**config.mk**
```make
export PLATFORM = sky130hd
export DESIGN_NAME = pbit_request_controller_flat
export DESIGN_NICKNAME = d
export VERILOG_FILES = /design/src/rtl/pbit_request_controller_if.sv /design/src/rtl/pbit_request_controller.sv /design/src/flat_wrapper.sv
export SDC_FILE = /design/constraint.sdc
export NUM_CORES = 1
export LEC_CHECK = 0
export ABC_CLOCK_PERIOD_IN_PS = 5400
export CORE_MARGIN = 2
export CORE_UTILIZATION = 54
export CTS_CLUSTER_SIZE = 30
export DETAILED_ROUTE_END_ITERATION = 8
export PLACE_DENSITY_LB_ADDON = 0.2
export SYNTH_ARGS = -nofsm -noshare
export SYNTH_HDL_FRONTEND = slang
export SYNTH_SLANG_ARGS = --single-unit
```
**constraint.sdc**
```tcl
create_clock -name CLK -period 5.4 [get_ports CLK]
set_clock_uncertainty 0.05 [all_clocks]
set_input_delay 1.08 -clock CLK [delete_from_list [all_inputs] [get_ports CLK]]
set_output_delay 1.08 -clock CLK [all_outputs]
set_load 0.02 [all_outputs]
```
**src/rtl/pbit_request_controller_if.sv**
```systemverilog
// Request, result and p-bit network signals of the request controller.
// The controller attaches through the slave modport; the request source,
// result consumer and network model attach through the master modport.
interface pbit_request_controller_if #(
  parameter int W = 2
);
  logic           valid_in;
  logic           in_ready;
  logic           MODE;
  logic [W-1:0]   in1;
  logic [W-1:0]   in2;
  logic [2*W-1:0] op;
  logic [4*W-1:0] net_clamp_mask;
  logic [4*W-1:0] net_clamp_val;
  logic [4*W-1:0] net_state;
  logic           net_state_vld;
  logic [2*W-1:0] res;
  logic           valid_res;
  logic           res_ready;
  logic           timed_out;
  logic           correct;
  logic           busy;

  modport slave (
    input  valid_in, MODE, in1, in2, op, net_state, net_state_vld, res_ready,
    output in_ready, net_clamp_mask, net_clamp_val, res, valid_res,
           timed_out, correct, busy
  );

  modport master (
    output valid_in, MODE, in1, in2, op, net_state, net_state_vld, res_ready,
    input  in_ready, net_clamp_mask, net_clamp_val, res, valid_res,
           timed_out, correct, busy
  );
endinterface

```
**src/rtl/pbit_request_controller.sv**
```systemverilog
// Request controller for a W-bit p-bit multiplier/factorizer network.
// Accepts a multiply (clamp in1,in2) or factor (clamp op) request, holds the
// clamps through a settle phase, then watches the network result field until
// it repeats STABLE times or TIMEOUT RUN cycles pass, and presents the result
// with an arithmetic self-check on a valid/ready output.
// The network state is registered once before evaluation, so each RUN cycle's
// sample is judged one clock after it was presented.
module pbit_request_controller #(
  parameter int W       = 2,
  parameter int STABLE  = 4,
  parameter int SETTLE  = 2,
  parameter int TIMEOUT = 1024
) (
  input  logic CLK,
  input  logic RST,
  pbit_request_controller_if.slave bus
);

  localparam logic [1:0] S_IDLE   = 2'd0;
  localparam logic [1:0] S_SETTLE = 2'd1;
  localparam logic [1:0] S_RUN    = 2'd2;
  localparam logic [1:0] S_DONE   = 2'd3;

  localparam int CW  = $clog2(TIMEOUT + 1);
  localparam int SCW = $clog2(STABLE + 1);
  localparam int STW = $clog2(SETTLE + 1);

  logic [1:0]     r_state;
  logic           r_mode;
  logic [W-1:0]   r_in1;
  logic [W-1:0]   r_in2;
  logic [2*W-1:0] r_op;
  logic [STW-1:0] r_settle_cnt;
  logic [CW-1:0]  r_cyc_cnt;
  logic [SCW-1:0] r_stable_cnt;
  logic [2*W-1:0] r_last;
  logic           r_pipe_vld;
  logic [2*W-1:0] r_pipe_field;
  logic [2*W-1:0] r_res;
  logic           r_valid_res;
  logic           r_timed_out;
  logic           r_correct;
  logic           r_busy;
  logic           r_in_ready;
  logic [4*W-1:0] r_mask;
  logic [4*W-1:0] r_val;

  logic           w_match;
  logic [SCW-1:0] w_stable_next;
  logic [2*W-1:0] w_last_next;
  logic           w_stable_hit;
  logic           w_timeout_hit;
  logic [2*W-1:0] w_prod_ops;
  logic [2*W-1:0] w_prod_res;
  logic           w_correct;
  logic [2*W-1:0] w_field;

  assign bus.in_ready       = r_in_ready;
  assign bus.busy           = r_busy;
  assign bus.res            = r_res;
  assign bus.valid_res      = r_valid_res;
  assign bus.timed_out      = r_timed_out;
  assign bus.correct        = r_correct;
  assign bus.net_clamp_mask = r_mask;
  assign bus.net_clamp_val  = r_val;

  // Result field of the live network state for the latched direction:
  // factoring reads {in2,in1}, multiplying reads the product field.
  assign w_field = r_mode ? bus.net_state[2*W-1:0] : bus.net_state[4*W-1:2*W];

  // Stability tracking and self-check for the sample being evaluated this cycle
  always_comb begin
    w_match       = r_pipe_vld && (r_stable_cnt != '0) && (r_pipe_field == r_last);
    w_stable_next = r_stable_cnt;
    w_last_next   = r_last;
    if (r_pipe_vld) begin
      if (w_match) begin
        w_stable_next = r_stable_cnt + SCW'(1);
      end else begin
        w_stable_next = SCW'(1);
        w_last_next   = r_pipe_field;
      end
    end
    w_stable_hit  = r_pipe_vld && (w_stable_next == SCW'(STABLE));
    w_timeout_hit = (r_cyc_cnt == CW'(TIMEOUT));
    w_prod_ops    = {{W{1'b0}}, r_in1} * {{W{1'b0}}, r_in2};
    w_prod_res    = {{W{1'b0}}, w_last_next[W-1:0]} * {{W{1'b0}}, w_last_next[2*W-1:W]};
    w_correct     = r_mode ? (w_prod_res == r_op) : (w_last_next == w_prod_ops);
  end

  // Input register for the network sample; only RUN-phase samples are kept
  always_ff @(posedge CLK or negedge RST) begin
    if (!RST) begin
      r_pipe_vld   <= 1'b0;
      r_pipe_field <= '0;
    end else begin
      r_pipe_vld   <= (r_state == S_RUN) && bus.net_state_vld;
      r_pipe_field <= w_field;
    end
  end

  // Request FSM: accept, settle, run until stable or timed out, hold result
  always_ff @(posedge CLK or negedge RST) begin
    if (!RST) begin
      r_state      <= S_IDLE;
      r_mode       <= 1'b0;
      r_in1        <= '0;
      r_in2        <= '0;
      r_op         <= '0;
      r_settle_cnt <= '0;
      r_cyc_cnt    <= '0;
      r_stable_cnt <= '0;
      r_last       <= '0;
      r_res        <= '0;
      r_valid_res  <= 1'b0;
      r_timed_out  <= 1'b0;
      r_correct    <= 1'b0;
      r_busy       <= 1'b0;
      r_in_ready   <= 1'b0;
      r_mask       <= '0;
      r_val        <= '0;
    end else begin
      case (r_state)
        S_IDLE: begin
          r_in_ready <= 1'b1;
          if (bus.valid_in && r_in_ready) begin
            r_mode       <= bus.MODE;
            r_in1        <= bus.in1;
            r_in2        <= bus.in2;
            r_op         <= bus.op;
            r_settle_cnt <= '0;
            r_timed_out  <= 1'b0;
            r_correct    <= 1'b0;
            r_busy       <= 1'b1;
            r_in_ready   <= 1'b0;
            r_state      <= S_SETTLE;
            if (bus.MODE) begin
              r_mask <= {{(2*W){1'b1}}, {(2*W){1'b0}}};
              r_val  <= {bus.op, {(2*W){1'b0}}};
            end else begin
              r_mask <= {{(2*W){1'b0}}, {(2*W){1'b1}}};
              r_val  <= {{(2*W){1'b0}}, bus.in2, bus.in1};
            end
          end
        end
        S_SETTLE: begin
          if (r_settle_cnt == STW'(SETTLE - 1)) begin
            r_cyc_cnt    <= '0;
            r_stable_cnt <= '0;
            r_last       <= '0;
            r_state      <= S_RUN;
          end else begin
            r_settle_cnt <= r_settle_cnt + STW'(1);
          end
        end
        S_RUN: begin
          r_cyc_cnt    <= r_cyc_cnt + CW'(1);
          r_stable_cnt <= w_stable_next;
          r_last       <= w_last_next;
          // Stability takes priority over a coincident timeout.
          if (w_stable_hit || w_timeout_hit) begin
            r_res       <= w_last_next;
            r_timed_out <= !w_stable_hit;
            r_correct   <= w_correct;
            r_valid_res <= 1'b1;
            r_state     <= S_DONE;
          end
        end
        default: begin
          if (bus.res_ready) begin
            r_valid_res <= 1'b0;
            r_mask      <= '0;
            r_val       <= '0;
            r_busy      <= 1'b0;
            r_in_ready  <= 1'b1;
            r_state     <= S_IDLE;
          end
        end
      endcase
    end
  end

endmodule

```
**src/flat_wrapper.sv**
```systemverilog
// flat-port wrapper written by rule: the top's interface ports become plain ports
module pbit_request_controller_flat 
#(
  parameter int W       = 2,
  parameter int STABLE  = 4,
  parameter int SETTLE  = 2,
  parameter int TIMEOUT = 1024
)
  (CLK, RST, bus_valid_in, bus_MODE, bus_in1, bus_in2, bus_op, bus_net_state, bus_net_state_vld, bus_res_ready, bus_in_ready, bus_net_clamp_mask, bus_net_clamp_val, bus_res, bus_valid_res, bus_timed_out, bus_correct, bus_busy);
  pbit_request_controller_if #(.W(W)) bus_i ();
  input  logic CLK;
  input  logic RST;
  input wire logic [$bits(bus_i.valid_in)-1:0] bus_valid_in;
  input wire logic [$bits(bus_i.MODE)-1:0] bus_MODE;
  input wire logic [$bits(bus_i.in1)-1:0] bus_in1;
  input wire logic [$bits(bus_i.in2)-1:0] bus_in2;
  input wire logic [$bits(bus_i.op)-1:0] bus_op;
  input wire logic [$bits(bus_i.net_state)-1:0] bus_net_state;
  input wire logic [$bits(bus_i.net_state_vld)-1:0] bus_net_state_vld;
  input wire logic [$bits(bus_i.res_ready)-1:0] bus_res_ready;
  output wire logic [$bits(bus_i.in_ready)-1:0] bus_in_ready;
  output wire logic [$bits(bus_i.net_clamp_mask)-1:0] bus_net_clamp_mask;
  output wire logic [$bits(bus_i.net_clamp_val)-1:0] bus_net_clamp_val;
  output wire logic [$bits(bus_i.res)-1:0] bus_res;
  output wire logic [$bits(bus_i.valid_res)-1:0] bus_valid_res;
  output wire logic [$bits(bus_i.timed_out)-1:0] bus_timed_out;
  output wire logic [$bits(bus_i.correct)-1:0] bus_correct;
  output wire logic [$bits(bus_i.busy)-1:0] bus_busy;
  assign bus_i.valid_in = bus_valid_in;
  assign bus_i.MODE = bus_MODE;
  assign bus_i.in1 = bus_in1;
  assign bus_i.in2 = bus_in2;
  assign bus_i.op = bus_op;
  assign bus_i.net_state = bus_net_state;
  assign bus_i.net_state_vld = bus_net_state_vld;
  assign bus_i.res_ready = bus_res_ready;
  assign bus_in_ready = bus_i.in_ready;
  assign bus_net_clamp_mask = bus_i.net_clamp_mask;
  assign bus_net_clamp_val = bus_i.net_clamp_val;
  assign bus_res = bus_i.res;
  assign bus_valid_res = bus_i.valid_res;
  assign bus_timed_out = bus_i.timed_out;
  assign bus_correct = bus_i.correct;
  assign bus_busy = bus_i.busy;
  pbit_request_controller #(.W(W), .STABLE(STABLE), .SETTLE(SETTLE), .TIMEOUT(TIMEOUT)) u_core (.CLK(CLK), .RST(RST), .bus(bus_i));
endmodule
```
; Word level (Yosys, flattened, before mapping)
; Index checks and enable logic that the tools add are counted.
[totals]
reg_bits = 61
in_bits = 22
output_inout_bits = 25
word_cells = 104
[classes]
add_sub_neg = 3
multipliers = 2
eq_ne = 12
n_mux = 40
bitwise_logic = 2
reduce_logical = 26
[ops]
columns = cell, n
row1 = $mux W8, 5
row2 = $pmux W8 S2, 2
row3 = $pmux W11 S2, 1
row4 = $mux W4, 4
row5 = $eq A4 B4 Y1, 3
row6 = $mux W2, 6
row7 = $reduce_and A3 Y1, 4
row8 = $add A11 B1 Y11 const B, 1
row9 = $eq A11 B11 Y1 const B, 1
row10 = $mux W11, 1
row11 = $pmux W1 S2, 5
row12 = $reduce_bool A2 Y1, 5
row13 = $mux W1, 9
row14 = $mux W3, 3
row15 = $mul A2 B2 Y4, 2
row16 = $pmux W4 S2, 1
row17 = $reduce_and A2 Y1, 4
row18 = $pmux W2 S3, 1
row19 = $pmux W3 S2, 1
row20 = $logic_and A1 B1 Y1, 5
row21 = $eq A2 B1 Y1 const B, 2
row22 = $ne A2 B1 Y1 const B, 2
row23 = $ne A2 B2 Y1 const B, 2
row24 = $pmux W2 S2, 1
row25 = other kinds (12), 14

; Depth between registers and ports, before layout
; Gate-level depths: netlist of the first run.
[logic_depth]
word_depth = 10
depth_mapped = 10
mapped_depth_nobuf = 9

; Least setup slack after synthesis of the first run
; No wires, ideal clock.
[synth_timing]
path_type = reg2reg
from = register u_core.r_in2[1]
to = register u_core.r_correct, in the netlist u_core.bus.correct
setup_time_ns = 0.095
arrival_ns = 2.121
required_ns = 5.255
slack_ns = 3.133
path_stages_with_launch = 9
path_buffers = 0
synth_period_minus_slack_ns = 2.267
path_cell_list = dfrtp_1 -> and2_1 -> ha_1 -> ha_1 -> xor2_1 -> or3_1 -> a2111oi_2 -> a32oi_1 -> o32ai_2
[synth_via]
elab_chain_len = 5
[synth_rtl]
columns = element, line
row1 = "start, declared", pbit_request_controller.sv:31  ; logic [W-1:0] r_in2;
row2 = "start signal, assigned", pbit_request_controller.sv:129  ; r_in2 <= bus.in2;
row3 = $mul A2 B2 Y4, pbit_request_controller.sv:86  ; w_prod_ops = {{W{1'b0}}, r_in1} * {{W{1'b0}}, r_in2};
row4 = $eq A4 B4 Y1, pbit_request_controller.sv:88  ; w_correct = r_mode ? (w_prod_res == r_op) : (w_last_next == w_prod_ops);
row5 = $mux W1, pbit_request_controller.sv:88
row6 = $mux W1, pbit_request_controller.sv:161  ; if (w_stable_hit || w_timeout_hit) begin
row7 = $pmux W1 S2, pbit_request_controller.sv:123  ; case (r_state)
row8 = "end signal, assigned", pbit_request_controller.sv:164  ; r_correct <= w_correct;
row9 = "end, declared", pbit_request_controller.sv:42  ; logic r_correct;
; Every way passes these cells. The select of a mux whose other input is x is not followed.
; A chain may end at the register's enable or synchronous reset.

; Worst setup path after layout of the first run
[layout_timing]
from = input port bus_valid_in
to = register u_core.r_val[7], in the netlist u_core.bus.net_clamp_val[7]
[layout_via]
elab_chain_len = 3
[layout_rtl]
columns = element, line
row1 = "start, declared", flat_wrapper.sv:13  ; input wire logic [$bits(bus_i.valid_in)-1:0] bus_valid_in;
row2 = $logic_and A1 B1 Y1, pbit_request_controller.sv:126  ; if (bus.valid_in && r_in_ready) begin
row3 = $ne A2 B1 Y1 (no line), -
row4 = $reduce_and A3 Y1 (no line), -
row5 = "end signal, assigned", pbit_request_controller.sv:139  ; r_val <= {bus.op, {(2*W){1'b0}}};
row6 = "end signal, assigned", pbit_request_controller.sv:142  ; r_val <= {{(2*W){1'b0}}, bus.in2, bus.in1};
row7 = "end, declared", pbit_request_controller.sv:46  ; logic [4*W-1:0] r_val;
; Every way passes these cells.

==> impl_metrics.json, run 1 <==
{
  "slowest_delay_ns": 0.51,
  "dp_slack_ns": 2.52,
  "die_h_um": 77.6,
  "slowest_stage": "clkdlybuf4s50_1",
  "path_cells": "clkdlybuf4s50_1, nand3_1, nor2_1, and2_1, a22o_1",
  "synth_edf_count": 0,
  "grt_start_max_net_pins": 56,
  "fin_setup_tns_ns": 0,
  "cts_made_buffers": 5,
  "finish.utilization_pct": 67.7,
  "vias": 2139,
  "synth_most_common_cell": "dfrtp_1",
  "die_w_um": 77.6,
  "crit_type": "input port to register",
  "clk_pin_slew_worst_paths_ns": 0.10,
  "met1_length_um": 2730,
  "drive_gt1_share_pct": 11.5,
  "post-cts-setup-buffer-count": 0,
  "grt_use_total_pct": 21.7,
  "post-route-drc-count": 0,
  "rsz0062_at_grt": "no",
  "htreeDepth": 2,
  "async_reset_ff_share_pct": 100,
  "core_mm2": 0.00517,
  "grt_pass1_vias": 2149,
  "portBuffers": 46,
  "synth.net_count": 308,
  "dp_hpwl_um": 4430,
  "route.met3.wl_um": 234,
  "ir_drop_mv": 0.130,
  "arrival_ns": 2.77,
  "synth_area_leaders": "dfrtp_1 (47%), mux2_2 (7.7%), ha_1 (5.6%), a22o_1 (3.9%), xor2_1 (3.6%)",
  "finalCritPeriodShare_pct": 47.4,
  "dieArea_mm2": 0.00602,
  "powerDensity_mw_per_mm2": 276,
  "max_freq_mhz": 390,
  "crit_path_end_kind": "register",
  "via_per_inst": 5.60,
  "gp_congestion": 0.804,
  "placed_cells": 374,
  "routed_wirelength_um": 5980,
  "clockBufferDepth": 2,
  "insertion_delay_ns": 0.31,
  "drv_cap": 0,
  "start_util_pct": 56.6,
  "crit_required_ns": 5.61,
  "period_minus_slack_ns": 2.56,
  "synth_top_area_cell": "dfrtp_1",
  "area_delta_synth_final_pct": 19.7,
  "p_leak_uw": 0.00161,
  "post_cts_resized": 0,
  "n_antenna_cell": 0,
  "wl_per_cell_um": 15.7,
  "grt_pass1_wl_um": 10500,
  "synth_seq_cells": 55,
  "cts_hold_buffers": 0,
  "yosys.area.top_type_share_pct": 47.0,
  "ant_nets": 0,
  "worstPathMaxFanout": 11,
  "cts_root_buf": "clkbuf_8",
  "dr_wl_met2_um": 2910,
  "yosys-top-cells-count": "dfrtp_1 (55), nand2_1 (25), mux2_2 (20)",
  "finalHoldViolCount": 0,
  "yosys_warnings": 0,
  "io-pin-count": 47,
  "outcome": "finished clean",
  "tightest_slew_ns": 0.681,
  "std_cell_rows": 26,
  "yosysSeqAreaShare_pct": 47.0,
  "ys_types": 41,
  "cts.sinks": 55,
  "syn_inst": 273,
  "hold_path_class": "register to register",
  "top_layer": "met4",
  "syn_avg_cell_area_um2": 10.7,
  "synth_ff_type": "dfrtp_1",
  "cts_tree": "done",
  "critPathLaunchType": "input port",
  "final_nets": 346,
  "setup_violations": 0,
  "grt_overflow": 0,
  "synth_area_mm2": 0.00293,
  "drtPass1Iterations": 4,
  "antenna_found_initial": 0,
  "instances_no_fill": 382,
  "drtIter0Drc": 105,
  "drv_slew": 0,
  "fin_ws_ns": 2.84,
  "slew_headroom_pct": 54.6
}
==> area by class of cell <==
class	instances	area [um^2]
clock buffers	5	68.8
inverters	11	41.3
repair buffers	47	463
well taps	70	87.6
clock inverters	3	46.3
fillers	418	1670
flip-flops and latches	55	1380
multi-input cells	191	1420
==> path summary, 6_finish.rpt <==
path	slack, ns	from	end	cells past startpoint
min in group asynchronous	0.84	RST	u_core.r_state[0]	2
hold reg to reg	0.47	u_core.bus.net_clamp_val[1]	u_core.bus.net_clamp_val[1]	1
setup reg to reg	2.84	u_core.r_pipe_vld	u_core.bus.correct	9
max in group asynchronous	4.02	RST	u_core.r_cyc_cnt[2]	2
setup / recovery	2.84	bus_valid_in	u_core.bus.net_clamp_val[7]	5
hold / removal	0.47	u_core.bus.net_clamp_val[1]	u_core.bus.net_clamp_val[1]	1
==> registers in the layout, summed over array words and instances (netlist names) <==
signal,count
u_core.bus.busy,1
u_core.bus.correct,1
u_core.bus.in_ready,1
u_core.bus.net_clamp_mask,2
u_core.bus.net_clamp_val,8
u_core.bus.res,4
u_core.bus.timed_out,1
u_core.bus.valid_res,1
u_core.r_cyc_cnt,11
u_core.r_in1,2
u_core.r_in2,2
u_core.r_last,4
u_core.r_mode,1
u_core.r_op,4
u_core.r_pipe_field,4
u_core.r_pipe_vld,1
u_core.r_settle_cnt,2
u_core.r_stable_cnt,3
u_core.r_state,2
==> worst max-delay path: cells and delay by family <==
family / cells / cell delay (ns)
AND/OR/NAND/NOR: 3 / 1.02
AO/OA/AOI/OAI: 1 / 0.16
buffers and inverters: 1 / 0.51
==> cell families (layout without fill, tap and decap cells) <==
kind of cell | count (synthesis) | in the layout | synth area share [%]
buffers and inverters | 27 | 66 | 4.49
flip-flops | 55 | 55 | 47.0
adder cells (fa/ha/maj) | 13 | 13 | 5.56
AND/OR/NAND/NOR | 78 | 78 | 13.4
multiplexers | 23 | 23 | 8.73
AO/OA/AOI/OAI | 56 | 56 | 14.5
XOR/XNOR | 21 | 21 | 6.29
==> per-stage QoR <==
stage | instance area, um^2 | hold slack, ns | power, uW
after floorplan | 2930 | 0.425 | 622
after global placement | 3390 | 0.426 | 685
after detailed placement | 3390 | 0.438 | 693
after CTS | 3500 | 0.463 | 970
after global routing | 3500 | 0.486 | 1020
final | 3500 | 0.470 | 965
==> cells in the final DEF (no fill, tap or decap), drive strengths merged, types with 4 or more instances in the layout <==
master / count
inv: 12
clkbuf: 5
mux2: 20
dfrtp: 55
and2: 7
nand3: 6
nor3: 4
a21o: 5
ha: 13
o21ai: 14
nor2: 16
xor2: 12
xnor2: 9
a21oi: 7
clkdlybuf4s50: 45
a22o: 13
nand2: 25
==> metal layers <==
| metal | vias to the layer above | GRT usage, % |
|---|---|---|
| met2 | 47 | 35.0 |
| met4 | 0 | 6.79 |
| met5 | - | 0 |
| met3 | 9 | 3.95 |
| met1 | 1046 | 29.9 |
| li1 | 1037 | - |
==> where the power goes <==
part           leakage (uW)  internal, uW  switching, uW
Sequential         0.000707           451           50.1
Combinational      0.000852          88.6           99.2
Clock             0.0000548           140            136
Total               0.00161           680            285
Note: power is estimated with default switching activity, not from simulation.
==> run 2, diff against run 1 <==
--- a/config.mk
+++ b/config.mk
@@ -5,9 +5,9 @@
 export SDC_FILE = /design/constraint.sdc
 export NUM_CORES = 1
 export LEC_CHECK = 0
-export ABC_CLOCK_PERIOD_IN_PS = 5400
+export ABC_CLOCK_PERIOD_IN_PS = 2100
 export CORE_MARGIN = 2
-export CORE_UTILIZATION = 54
+export CORE_UTILIZATION = 48
 export CTS_CLUSTER_SIZE = 30
 export DETAILED_ROUTE_END_ITERATION = 8
 export PLACE_DENSITY_LB_ADDON = 0.2
==> constraint.sdc (replaced) <==
create_clock -name CLK -period 2.1 [get_ports CLK]
set_clock_uncertainty 0.05 [all_clocks]
set_input_delay 0.42 -clock CLK [delete_from_list [all_inputs] [get_ports CLK]]
set_output_delay 0.42 -clock CLK [all_outputs]
set_load 0.02 [all_outputs]
==> impl_metrics.json, run 2 (synthesized netlist as in run 1, its figures left out) <==
{
  "cts_made_buffers": 5,
  "drtPass1Iterations": 4,
  "cts_tree": "done",
  "n_antenna_cell": 0,
  "r2r_slack_ns": -0.17,
  "regMostFlops": "u_core.r_cyc_cnt",
  "htreeDepth": 2,
  "clockBufferDepth": 2,
  "powerDensity_mw_per_mm2": 651,
  "layout.cell_area.non_filler_mm2": 0.00368,
  "arrival_ns": 2.44,
  "tightest_slew_ns": 0.564,
  "top_layer": "met4",
  "r2r_start": "u_core.r_in1[0]",
  "fin_setup_tns_ns": -0.165,
  "met1_length_um": 2900,
  "insertion_delay_ns": 0.31,
  "rr_worst_depth": 8,
  "finalHoldViolCount": 0,
  "setup_violations": 1,
  "max_freq_mhz": 441,
  "path_cells": "and2_1, ha_2, ha_4, xor2_1, or3_4, a2111oi_4, a32oi_2, o32ai_2",
  "slew_headroom_pct": 62.4,
  "area_delta_synth_final_pct": 25.8,
  "io-pin-count": 47,
  "routed_wirelength_um": 5980,
  "antenna_found_initial": 0,
  "fin_ws_ns": -0.165,
  "wl_per_cell_um": 14.8,
  "placed_cell_area_mm2": 0.00355,
  "instances_no_fill": 405,
  "drtIter0Drc": 118,
  "cts_hold_buffers": 0,
  "fill_cells": 516,
  "cts_root_buf": "clkbuf_8",
  "route.met3.wl_um": 173,
  "period_minus_slack_ns": 2.27,
  "ant_nets": 0,
  "placed_cells": 397,
  "ir_drop_mv": 0.414,
  "outcome": "finished, violations left",
  "largest_register_ffs": 11,
  "dp_slack_ns": -0.167,
  "slowest_stage": "dfrtp_1",
  "drv_cap": 0,
  "grt_use_total_pct": 19.3,
  "critPathLaunchType": "register",
  "vias": 2214,
  "final_nets": 364,
  "cts.sinks": 55,
  "grt_pass1_wl_um": 9990,
  "clk_pin_slew_worst_paths_ns": 0.10,
  "core_mm2": 0.00592,
  "die_w_um": 82.1,
  "finalCritPeriodShare_pct": 108,
  "grt_overflow": 0,
  "worstPathMaxFanout": 2,
  "post-cts-setup-buffer-count": 0,
  "drive_gt1_share_pct": 18.2,
  "gp_congestion": 0.787,
  "timing.rr.end": "u_core.bus.correct",
  "post-route-drc-count": 0,
  "violations": "negative setup slack",
  "die_h_um": 82.1,
  "crit_type": "register to register",
  "final_cell_mix": "dfrtp_1 (55), clkdlybuf4s50_1 (45), nand2_1 (25), mux2_2 (20), buf_4 (18)",
  "dp_hpwl_um": 4530,
  "grt_start_max_net_pins": 32,
  "final_common_cell": "dfrtp_1",
  "crit_required_ns": 2.28,
  "dieArea_mm2": 0.00673,
  "via_per_inst": 5.47,
  "start_util_pct": 49.4,
  "crit_path_end_kind": "register",
  "drv_slew": 0,
  "grt_pass1_vias": 2126,
  "std_cell_rows": 28,
  "crit_buf_inv": 0,
  "slowest_delay_ns": 0.39,
  "rsz0062_at_grt": "yes",
  "portBuffers": 46,
  "dr_wl_met2_um": 2850,
  "hold_path_class": "input port to asynchronous set/reset pin",
  "critPathTopFamily": "compound AO/OA/AOI/OAI gates",
  "p_leak_uw": 0.00169
}
[run 2: what timing repair did]
| action | in CTS | in global routing |
|---|---|---|
| cloned | 0 | 0 |
| pin swaps | 1 | 1 |
| resized for setup | 0 | 5 |
| endpoints found under the setup margin | 1 | 11 |
[run 2: power by group]
group | switching [uW] | internal [uW] | total [uW]
sequential | 118 | 1160 | 1280
combinational | 268 | 251 | 519
clock | 358 | 239 | 597
total | 744 | 1650 | 2390
[run 2: cell type report]
cell class | count | area (um^2) | share of cell area, %
inverter | 11 | 41.3 | 1.12
clock inverter | 3 | 25.0 | 0.680
timing repair buffer | 65 | 611 | 16.6
clock buffer | 5 | 68.8 | 1.87
multi-input combinational | 191 | 1470 | 39.8
sequential | 55 | 1380 | 37.4
tap | 75 | 93.8 | 2.55
[run 2: stage by stage]
stage / total power, uW / utilization (%) / hold slack (ns)
floorplan: 1600 / - / 0.0744
global placement: 1790 / 60.0 / 0.402
detailed placement: 1810 / 60.0 / 0.412
CTS: 2400 / 61.6 / 0.0701
global route: 2550 / 62.2 / 0.0830
finish: 2390 / 62.2 / 0.0417
[run 2: per-layer routing]
layer | GRT usage [%] | vias up
met2 | 30.8 | 41
met1 | 27.4 | 1093
li1 | - | 1075
met3 | 3.63 | 5
met5 | 0 | -
met4 | 4.50 | 0
[run 2: how the worst max path moves through the flow]
stage / start / to / slack (ns) / cells after the start
after global routing: u_core.r_in1[1] / u_core.bus.correct / -0.25 / 8
after global placement: u_core.r_in2[1] / u_core.bus.correct / -0.08 / 8
after CTS: u_core.r_in1[0] / u_core.bus.correct / -0.18 / 8
after floorplan: u_core.r_in2[1] / u_core.bus.correct / -0.03 / 8
after detailed placement: u_core.r_in2[1] / u_core.bus.correct / -0.17 / 8
final: u_core.r_in1[0] / u_core.bus.correct / -0.17 / 8
